==> config.mk <==
export PLATFORM = sky130hd
export DESIGN_NAME = fp32_normalize_pack_flat
export DESIGN_NICKNAME = d
export VERILOG_FILES = /design/src/rtl/fp32_normalize_pack_if.sv /design/src/rtl/fp32_normalize_pack.sv /design/src/flat_wrapper.sv
export SDC_FILE = /design/constraint.sdc
export NUM_CORES = 1
export LEC_CHECK = 0
export ABC_AREA = 1
export CORE_MARGIN = 3
export CORE_UTILIZATION = 29
export CTS_CLUSTER_DIAMETER = 100
export DETAILED_ROUTE_END_ITERATION = 7
export DONT_BUFFER_PORTS = 1
export PLACE_DENSITY = 0.5
export SYNTH_ARGS = -nofsm -noshare
export SYNTH_HDL_FRONTEND = slang
export SYNTH_SLANG_ARGS = --single-unit
export TNS_END_PERCENT = 50
==> constraint.sdc <==
create_clock -name clk -period 7.2 [get_ports clk]
set_clock_uncertainty 0.2 [all_clocks]
set_input_delay 1.44 -clock clk [delete_from_list [all_inputs] [get_ports clk]]
set_output_delay 1.44 -clock clk [all_outputs]
set_load 0.005 [all_outputs]
==> src/rtl/fp32_normalize_pack_if.sv <==
// ---------------------------------------------------------------------------
// fp32_normalize_pack_if
// Bundles the two handshakes of the normalize/pack back end.
//   in_*  : raw adder result offered by the producer (valid/ready)
//   out_* : packed IEEE-754 word plus flags offered to the consumer
// Handshake rule, both sides: a word moves on a rising clock edge where
// valid and ready are both high. The sender holds its payload stable while
// valid is high and ready is low. Ready may be high without valid.
// Modports:
//   master : producer/consumer side (drives in_*, out_ready)
//   slave  : the block itself (drives in_ready, out_*)
// ---------------------------------------------------------------------------
interface fp32_normalize_pack_if #(
    parameter int EXP_W  = 8,
    parameter int FRAC_W = 23,
    parameter int GRS_W  = 3
);
    localparam int MANT_W = 2 + FRAC_W + GRS_W;
    localparam int DATA_W = 1 + EXP_W + FRAC_W;

    logic              in_valid;
    logic              in_ready;
    logic              in_sign;
    logic [EXP_W-1:0]  in_exp;
    logic [MANT_W-1:0] in_mant;
    logic              out_valid;
    logic              out_ready;
    logic [DATA_W-1:0] out_data;
    logic              out_ovf;
    logic              out_zero;
    logic              out_inexact;

    modport master (
        output in_valid, in_sign, in_exp, in_mant, out_ready,
        input  in_ready, out_valid, out_data, out_ovf, out_zero, out_inexact
    );

    modport slave (
        input  in_valid, in_sign, in_exp, in_mant, out_ready,
        output in_ready, out_valid, out_data, out_ovf, out_zero, out_inexact
    );
endinterface

==> src/rtl/fp32_normalize_pack.sv <==
// ---------------------------------------------------------------------------
// fp32_normalize_pack
// Back end of the FP add datapath. Takes a raw adder result (sign, biased
// exponent, unnormalized magnitude with carry/hidden/fraction/GRS), shifts it
// into normal form one bit per cycle, rounds to nearest-even and packs it
// into an IEEE-754 word with overflow/zero/inexact flags.
// Ports:
//   clk          : clock, rising edge
//   rst_n        : asynchronous active-low reset
//   bus          : fp32_normalize_pack_if.slave (in_* and out_* handshakes)
//   o_dbg_state  : current FSM state (IDLE=0, NORM=1, ROUND=2, DONE=3)
// No denormals or NaNs: underflow flushes to signed zero, overflow
// saturates to signed Inf.
// ---------------------------------------------------------------------------
module fp32_normalize_pack #(
    parameter int EXP_W  = 8,
    parameter int FRAC_W = 23,
    parameter int GRS_W  = 3
) (
    input  logic                      clk,
    input  logic                      rst_n,
    fp32_normalize_pack_if.slave      bus,
    output logic [1:0]                o_dbg_state
);
    localparam int MANT_W = 2 + FRAC_W + GRS_W;
    localparam int SIG_W  = FRAC_W + 1;
    localparam int XE_W   = EXP_W + 2;
    localparam int DATA_W = 1 + EXP_W + FRAC_W;
    localparam logic [XE_W-1:0] EXP_MAX = XE_W'((1 << EXP_W) - 1);

    typedef enum logic [1:0] {S_IDLE, S_NORM, S_ROUND, S_DONE} state_t;

    state_t              r_state;
    state_t              w_next;
    logic                r_sign;
    logic [XE_W-1:0]     r_exp;
    logic [MANT_W-1:0]   r_mant;
    logic                r_inf_in;
    logic [DATA_W-1:0]   r_out_data;
    logic                r_ovf;
    logic                r_zero;
    logic                r_inexact;

    logic                w_mant_zero;
    logic                w_carry;
    logic                w_hidden;
    logic                w_exp_low;
    logic [SIG_W-1:0]    w_sig;
    logic [GRS_W-1:0]    w_grs;
    logic                w_round_up;
    logic [SIG_W:0]      w_sum;
    logic [SIG_W-1:0]    w_rnd_sig;
    logic [XE_W-1:0]     w_rnd_exp;
    logic                w_rnd_ovf;

    assign w_mant_zero = (r_mant == '0);
    assign w_carry     = r_mant[MANT_W-1];
    assign w_hidden    = r_mant[MANT_W-2];
    assign w_exp_low   = (r_exp <= XE_W'(1));

    // Rounding: the significand is {hidden, frac}; GRS sit below it.
    assign w_sig      = r_mant[MANT_W-2 -: SIG_W];
    assign w_grs      = r_mant[GRS_W-1:0];
    assign w_round_up = w_grs[GRS_W-1] & ((|w_grs[GRS_W-2:0]) | w_sig[0]);
    assign w_sum      = {1'b0, w_sig} + (SIG_W+1)'(w_round_up);
    // A carry out of the increment means the significand became 10.000...;
    // renormalizing by one right shift only ever drops a zero bit.
    assign w_rnd_sig  = w_sum[SIG_W] ? w_sum[SIG_W:1] : w_sum[SIG_W-1:0];
    assign w_rnd_exp  = r_exp + XE_W'(w_sum[SIG_W]);
    assign w_rnd_ovf  = (w_rnd_exp >= EXP_MAX);

    always_ff @(posedge clk or negedge rst_n) begin
        if (!rst_n) begin
            r_state <= S_IDLE;
        end else begin
            r_state <= w_next;
        end
    end

    always_comb begin
        w_next = r_state;
        case (r_state)
            S_IDLE:  if (bus.in_valid) w_next = S_NORM;
            S_NORM: begin
                if (w_mant_zero || r_inf_in)   w_next = S_DONE;
                else if (w_carry)              w_next = S_ROUND;
                else if (!w_hidden && w_exp_low) w_next = S_DONE;
                else if (!w_hidden)            w_next = S_NORM;
                else                           w_next = S_ROUND;
            end
            S_ROUND: w_next = S_DONE;
            S_DONE:  if (bus.out_ready) w_next = S_IDLE;
            default: w_next = S_IDLE;
        endcase
    end

    always_ff @(posedge clk or negedge rst_n) begin
        if (!rst_n) begin
            r_sign     <= 1'b0;
            r_exp      <= '0;
            r_mant     <= '0;
            r_inf_in   <= 1'b0;
            r_out_data <= '0;
            r_ovf      <= 1'b0;
            r_zero     <= 1'b0;
            r_inexact  <= 1'b0;
        end else begin
            case (r_state)
                S_IDLE: begin
                    if (bus.in_valid) begin
                        r_sign   <= bus.in_sign;
                        r_exp    <= {2'b00, bus.in_exp};
                        r_mant   <= bus.in_mant;
                        r_inf_in <= &bus.in_exp;
                    end
                end
                S_NORM: begin
                    if (w_mant_zero) begin
                        // Exact cancellation always yields +0.
                        r_out_data <= '0;
                        r_ovf      <= 1'b0;
                        r_zero     <= 1'b1;
                        r_inexact  <= 1'b0;
                    end else if (r_inf_in) begin
                        r_out_data <= {r_sign, {EXP_W{1'b1}}, {FRAC_W{1'b0}}};
                        r_ovf      <= 1'b1;
                        r_zero     <= 1'b0;
                        r_inexact  <= 1'b0;
                    end else if (w_carry) begin
                        // Bit shifted out of R position folds into sticky.
                        r_mant <= {1'b0, r_mant[MANT_W-1:2], r_mant[1] | r_mant[0]};
                        r_exp  <= r_exp + XE_W'(1);
                    end else if (!w_hidden && w_exp_low) begin
                        r_out_data <= {r_sign, {(DATA_W-1){1'b0}}};
                        r_ovf      <= 1'b0;
                        r_zero     <= 1'b1;
                        r_inexact  <= 1'b1;
                    end else if (!w_hidden) begin
                        r_mant <= {r_mant[MANT_W-2:0], 1'b0};
                        r_exp  <= r_exp - XE_W'(1);
                    end
                end
                S_ROUND: begin
                    r_inexact <= |w_grs;
                    r_zero    <= 1'b0;
                    if (w_rnd_ovf) begin
                        r_out_data <= {r_sign, {EXP_W{1'b1}}, {FRAC_W{1'b0}}};
                        r_ovf      <= 1'b1;
                    end else begin
                        r_out_data <= {r_sign, w_rnd_exp[EXP_W-1:0], w_rnd_sig[FRAC_W-1:0]};
                        r_ovf      <= 1'b0;
                    end
                end
                default: ;
            endcase
        end
    end

    assign bus.in_ready    = (r_state == S_IDLE);
    assign bus.out_valid   = (r_state == S_DONE);
    assign bus.out_data    = r_out_data;
    assign bus.out_ovf     = r_ovf;
    assign bus.out_zero    = r_zero;
    assign bus.out_inexact = r_inexact;
    assign o_dbg_state     = r_state;
endmodule

==> src/flat_wrapper.sv <==
// flat-port wrapper written by rule: the top's interface ports become plain ports
module fp32_normalize_pack_flat 
#(
    parameter int EXP_W  = 8,
    parameter int FRAC_W = 23,
    parameter int GRS_W  = 3
)
  (clk, rst_n, o_dbg_state, bus_in_valid, bus_in_sign, bus_in_exp, bus_in_mant, bus_out_ready, bus_in_ready, bus_out_valid, bus_out_data, bus_out_ovf, bus_out_zero, bus_out_inexact);
  fp32_normalize_pack_if #(.EXP_W(EXP_W), .FRAC_W(FRAC_W), .GRS_W(GRS_W)) bus_i ();
  input  logic clk;
  input  logic rst_n;
  output logic [1:0] o_dbg_state;
  input wire logic [$bits(bus_i.in_valid)-1:0] bus_in_valid;
  input wire logic [$bits(bus_i.in_sign)-1:0] bus_in_sign;
  input wire logic [$bits(bus_i.in_exp)-1:0] bus_in_exp;
  input wire logic [$bits(bus_i.in_mant)-1:0] bus_in_mant;
  input wire logic [$bits(bus_i.out_ready)-1:0] bus_out_ready;
  output wire logic [$bits(bus_i.in_ready)-1:0] bus_in_ready;
  output wire logic [$bits(bus_i.out_valid)-1:0] bus_out_valid;
  output wire logic [$bits(bus_i.out_data)-1:0] bus_out_data;
  output wire logic [$bits(bus_i.out_ovf)-1:0] bus_out_ovf;
  output wire logic [$bits(bus_i.out_zero)-1:0] bus_out_zero;
  output wire logic [$bits(bus_i.out_inexact)-1:0] bus_out_inexact;
  assign bus_i.in_valid = bus_in_valid;
  assign bus_i.in_sign = bus_in_sign;
  assign bus_i.in_exp = bus_in_exp;
  assign bus_i.in_mant = bus_in_mant;
  assign bus_i.out_ready = bus_out_ready;
  assign bus_in_ready = bus_i.in_ready;
  assign bus_out_valid = bus_i.out_valid;
  assign bus_out_data = bus_i.out_data;
  assign bus_out_ovf = bus_i.out_ovf;
  assign bus_out_zero = bus_i.out_zero;
  assign bus_out_inexact = bus_i.out_inexact;
  fp32_normalize_pack #(.EXP_W(EXP_W), .FRAC_W(FRAC_W), .GRS_W(GRS_W)) u_core (.clk(clk), .rst_n(rst_n), .bus(bus_i), .o_dbg_state(o_dbg_state));
endmodule
==> qor.json <==
{
  "gate_count_post_synth": {"value": 742},
  "placementRows": {"value": 48},
  "status": {"value": "completed"},
  "yosys.cell_types.count": {"value": 43},
  "synthesis.area": {"value": 5290, "unit": "sq um"},
  "clk_pin_slew": {"value": 0.06, "unit": "ns"},
  "global_route.usage.total": {"value": 0.163},
  "synth_seq_cells": {"value": 77},
  "worst_slew_pin_slew": {"value": 0.766, "unit": "ns"},
  "utilization": {"value": 0.324},
  "hold_path_class": {"value": "register to register"},
  "source_to_sink_clock_delay_at_the_later_pin_of_the_worst_skew_pair": {"value": 0.35, "unit": "ns"},
  "routabilityCongestion": {"value": 0.894},
  "drtIter0Drc": {"value": 354},
  "busiest_metal_layer_after_global_routing": {"value": "met1"},
  "route.final.wire_length": {"value": 16000, "unit": "um"},
  "floorplan.die_area": {"value": 19900, "unit": "sq um"},
  "start_util": {"value": 0.301},
  "postSynthAreaPerCell": {"value": 7.13, "unit": "sq um"},
  "cts_sinks": {"value": 77},
  "cts_resized": {"value": 0},
  "synth_enable_flop_cells": {"value": 0},
  "irDropWorstVdd": {"value": 0.000166, "unit": "V"},
  "async_reset_ff_frac": {"value": 1.00},
  "critical_path.startpoint": {"value": "u_core.r_mant[3]$_DFFE_PN0P_"},
  "cts_tree": {"value": "yes"},
  "power.density_cell_area": {"value": 454, "unit": "nW/um^2"},
  "report.power.total": {"value": 2.59, "unit": "mW"},
  "layout.nets": {"value": 772},
  "global_route_wire_length_before_repair": {"value": 25900, "unit": "um"},
  "r2r-start": {"value": "u_core.r_mant[3]$_DFFE_PN0P_"},
  "ant_nets": {"value": 0},
  "final_layout_size_suffix_gt1_frac": {"value": 0.0840},
  "grt.met2_usage": {"value": 0.221},
  "cts_buffers": {"value": 9},
  "antenna-diode-count": {"value": 0},
  "via_per_inst": {"value": 4.97},
  "cp_data_arrival_time": {"value": 3.91, "unit": "ns"},
  "cts_setup_buffers": {"value": 0},
  "maxSlewViolCount": {"value": 0},
  "max_clock_freq": {"value": 0.262, "unit": "GHz"},
  "die_width": {"value": 141, "unit": "um"},
  "synth.yosys.seq_area_share": {"value": 0.364},
  "routedWlPerCell": {"value": 16.8, "unit": "um"},
  "setup_viol": {"value": 0},
  "antenna_found_initial": {"value": 0},
  "worstSetupStartpointType": {"value": "register"},
  "clock_tree.buffer_depth": {"value": 2},
  "finalCritPeriodShare": {"value": 0.530},
  "totalNegativeSetupSlack": {"value": 0, "unit": "ns"},
  "areaGrowthSynthToFinish": {"value": 7.75, "unit": "%"},
  "worst_ep_required_time": {"value": 7.29, "unit": "ns"},
  "report.final.hold_viol_count": {"value": 0},
  "synth_largest_area_cell": {"value": "sky130_fd_sc_hd__dfrtp_1"},
  "layout_common_cells": {"value": "sky130_fd_sc_hd__nand2_1, sky130_fd_sc_hd__nor2_1, sky130_fd_sc_hd__dfrtp_1"},
  "numPlacedInstances": {"value": 935},
  "chipHeight": {"value": 141, "unit": "um"},
  "numPortBuffers": {"value": 0},
  "critical_path.max_fanout": {"value": 22},
  "synth_top_cells_by_area": {"value": "sky130_fd_sc_hd__dfrtp_1, sky130_fd_sc_hd__nand2_1, sky130_fd_sc_hd__nor2_1, sky130_fd_sc_hd__nand3_1, sky130_fd_sc_hd__inv_1"},
  "max-cap-violations": {"value": 0},
  "globalRoute.totalOverflow": {"value": 0},
  "vias_in_the_first_global_route": {"value": 4502},
  "detailroute.via_count": {"value": 4729},
  "placeableCoreArea": {"value": 17600, "unit": "sq um"},
  "setup.worst_path.class": {"value": "register to register"},
  "synth_top_area_frac": {"value": 0.364},
  "design.portCount": {"value": 80},
  "global_route.usage.met1": {"value": 0.242},
  "placement.setup.worst_slack": {"value": 3.36, "unit": "ns"},
  "postSynth.topFlopCell": {"value": "sky130_fd_sc_hd__dfrtp_1"},
  "detailed_place_hpwl": {"value": 11700, "unit": "um"},
  "clk_root_buffer_cell": {"value": "sky130_fd_sc_hd__clkbuf_16"},
  "layout_min_cycle_time": {"value": 3.82, "unit": "ns"},
  "first_pass_iters": {"value": 5},
  "grt_setup_unrepaired": {"value": "false"},
  "grt_max_degree": {"value": 78},
  "r2r_end": {"value": "u_core.bus.out_data[10]$_DFFE_PN0P_"},
  "mappedNetlistNets": {"value": 793},
  "r2r_setup_slack": {"value": 3.38, "unit": "ns"},
  "power_leakage": {"value": 2.65, "unit": "nW"},
  "worst_slack": {"value": 3.38, "unit": "ns"},
  "leading_cell_type_in_the_layout_fill_and_taps_excluded": {"value": "sky130_fd_sc_hd__nand2_1"},
  "reg2regPathDepth": {"value": 21},
  "global_route_met3_utilization": {"value": 0.0573},
  "htreeDepth": {"value": 3},
  "instances_no_fill": {"value": 951},
  "remaining_drc_errors": {"value": 0},
  "cp-endpoint": {"value": "u_core.bus.out_data[10]$_DFFE_PN0P_"},
  "timing.critical_path.to_type": {"value": "register"},
  "ctsHoldBuffers": {"value": 0},
  "max-slew-margin-rel": {"value": 0.488},
  "yosys_warnings": {"value": 0}
}
-- cells by family after synthesis --
logic type	after synthesis	share of synthesized area
XOR/XNOR	21	0.0347
AO/OA/AOI/OAI	104	0.128
buffers and inverters	104	0.0941
flip-flops	77	0.364
adder cells (fa/ha/maj)	10	0.0236
AND/OR/NAND/NOR	424	0.351
multiplexers	2	0.00402
-- worst max-delay path, cell delays in order, from the launching register on --
cell	delay (ns)
sky130_fd_sc_hd__dfrtp_1	0.44
sky130_fd_sc_hd__nand2_1	0.11
sky130_fd_sc_hd__inv_1	0.08
sky130_fd_sc_hd__ha_1	0.17
sky130_fd_sc_hd__nand2_1	0.12
sky130_fd_sc_hd__nor2_2	0.21
sky130_fd_sc_hd__nand2_1	0.10
sky130_fd_sc_hd__nor2_1	0.13
sky130_fd_sc_hd__nand2_1	0.12
sky130_fd_sc_hd__nor2_4	0.24
sky130_fd_sc_hd__ha_1	0.24
sky130_fd_sc_hd__ha_1	0.19
sky130_fd_sc_hd__inv_1	0.06
sky130_fd_sc_hd__nor2_2	0.18
sky130_fd_sc_hd__nand2_1	0.08
sky130_fd_sc_hd__nand2_1	0.08
sky130_fd_sc_hd__nand3_1	0.08
sky130_fd_sc_hd__nor2_1	0.13
sky130_fd_sc_hd__o21ai_2	0.11
sky130_fd_sc_hd__nor2_4	0.42
sky130_fd_sc_hd__nand3_1	0.15
sky130_fd_sc_hd__nand2_1	0.08
-- power breakdown --
group	switching, mW	internal, mW
combinational	0.815	0.385
sequential	0.254	0.603
clock	0.187	0.348
-- how the worst min path moves through the flow --
| stage | from | endpoint | slack [ns] | cells after the start |
|---|---|---|---|---|
| after CTS | u_core.r_sign$_DFFE_PN0P_ | u_core.r_sign$_DFFE_PN0P_ | 0.31 | 1 |
| after global routing | u_core.r_sign$_DFFE_PN0P_ | u_core.r_sign$_DFFE_PN0P_ | 0.33 | 1 |
| after floorplan | u_core.bus.out_data[0]$_DFFE_PN0P_ | u_core.bus.out_data[0]$_DFFE_PN0P_ | 0.27 | 2 |
| final | u_core.r_sign$_DFFE_PN0P_ | u_core.r_sign$_DFFE_PN0P_ | 0.30 | 1 |
| after detailed placement | u_core.r_sign$_DFFE_PN0P_ | u_core.r_sign$_DFFE_PN0P_ | 0.29 | 1 |
| after global placement | u_core.r_sign$_DFFE_PN0P_ | u_core.r_sign$_DFFE_PN0P_ | 0.29 | 1 |
-- metrics by stage --
stage / hold slack (ns) / instance area (sq um)
global placement: 0.290 / 5360
finish: 0.303 / 5700
CTS: 0.306 / 5700
detailed placement: 0.293 / 5360
global route: 0.331 / 5700
floorplan: 0.272 / 5290
-- state kept, by name, summed over array words and instances, names as in the netlist, named ones only --
signal                  cells
u_core.o_dbg_state          1
u_core.bus.out_data        32
u_core.r_inf_in             1
u_core.r_exp               10
u_core.r_sign               1
u_core.bus.out_zero         1
u_core.bus.out_inexact      1
u_core.r_mant              28
u_core.bus.out_ovf          1
-- cell usage after synthesis, types with 11 or more instances --
master and number:
sky130_fd_sc_hd__a221oi_1 24, sky130_fd_sc_hd__buf_2 12, sky130_fd_sc_hd__dfrtp_1 77, sky130_fd_sc_hd__inv_1 65
sky130_fd_sc_hd__nand2_1 228, sky130_fd_sc_hd__nand3_1 52, sky130_fd_sc_hd__nand4_1 19, sky130_fd_sc_hd__nor2_1 86
sky130_fd_sc_hd__o21ai_0 47, sky130_fd_sc_hd__o21ai_2 11, sky130_fd_sc_hd__xor2_1 19
-- layout make-up --
| cell class | count | area (sq um) |
|---|---|---|
| fill | 1931 | 11900 |
| multi-input combinational | 561 | 2870 |
| sequential | 77 | 1930 |
| tap | 225 | 282 |
| inverter | 70 | 270 |
| clock buffer | 12 | 246 |
| clock inverter | 4 | 95.1 |
| timing repair buffer | 2 | 15.0 |
-- metal layers --
| layer | vias up | part of all wire |
|---|---|---|
| met5 | - | 0 |
| met4 | 0 | 0.012 |
| met3 | 15 | 0.087 |
| met2 | 125 | 0.40 |
| met1 | 2201 | 0.50 |
| li1 | 2388 | - |
(Power assumes the default switching activity.)
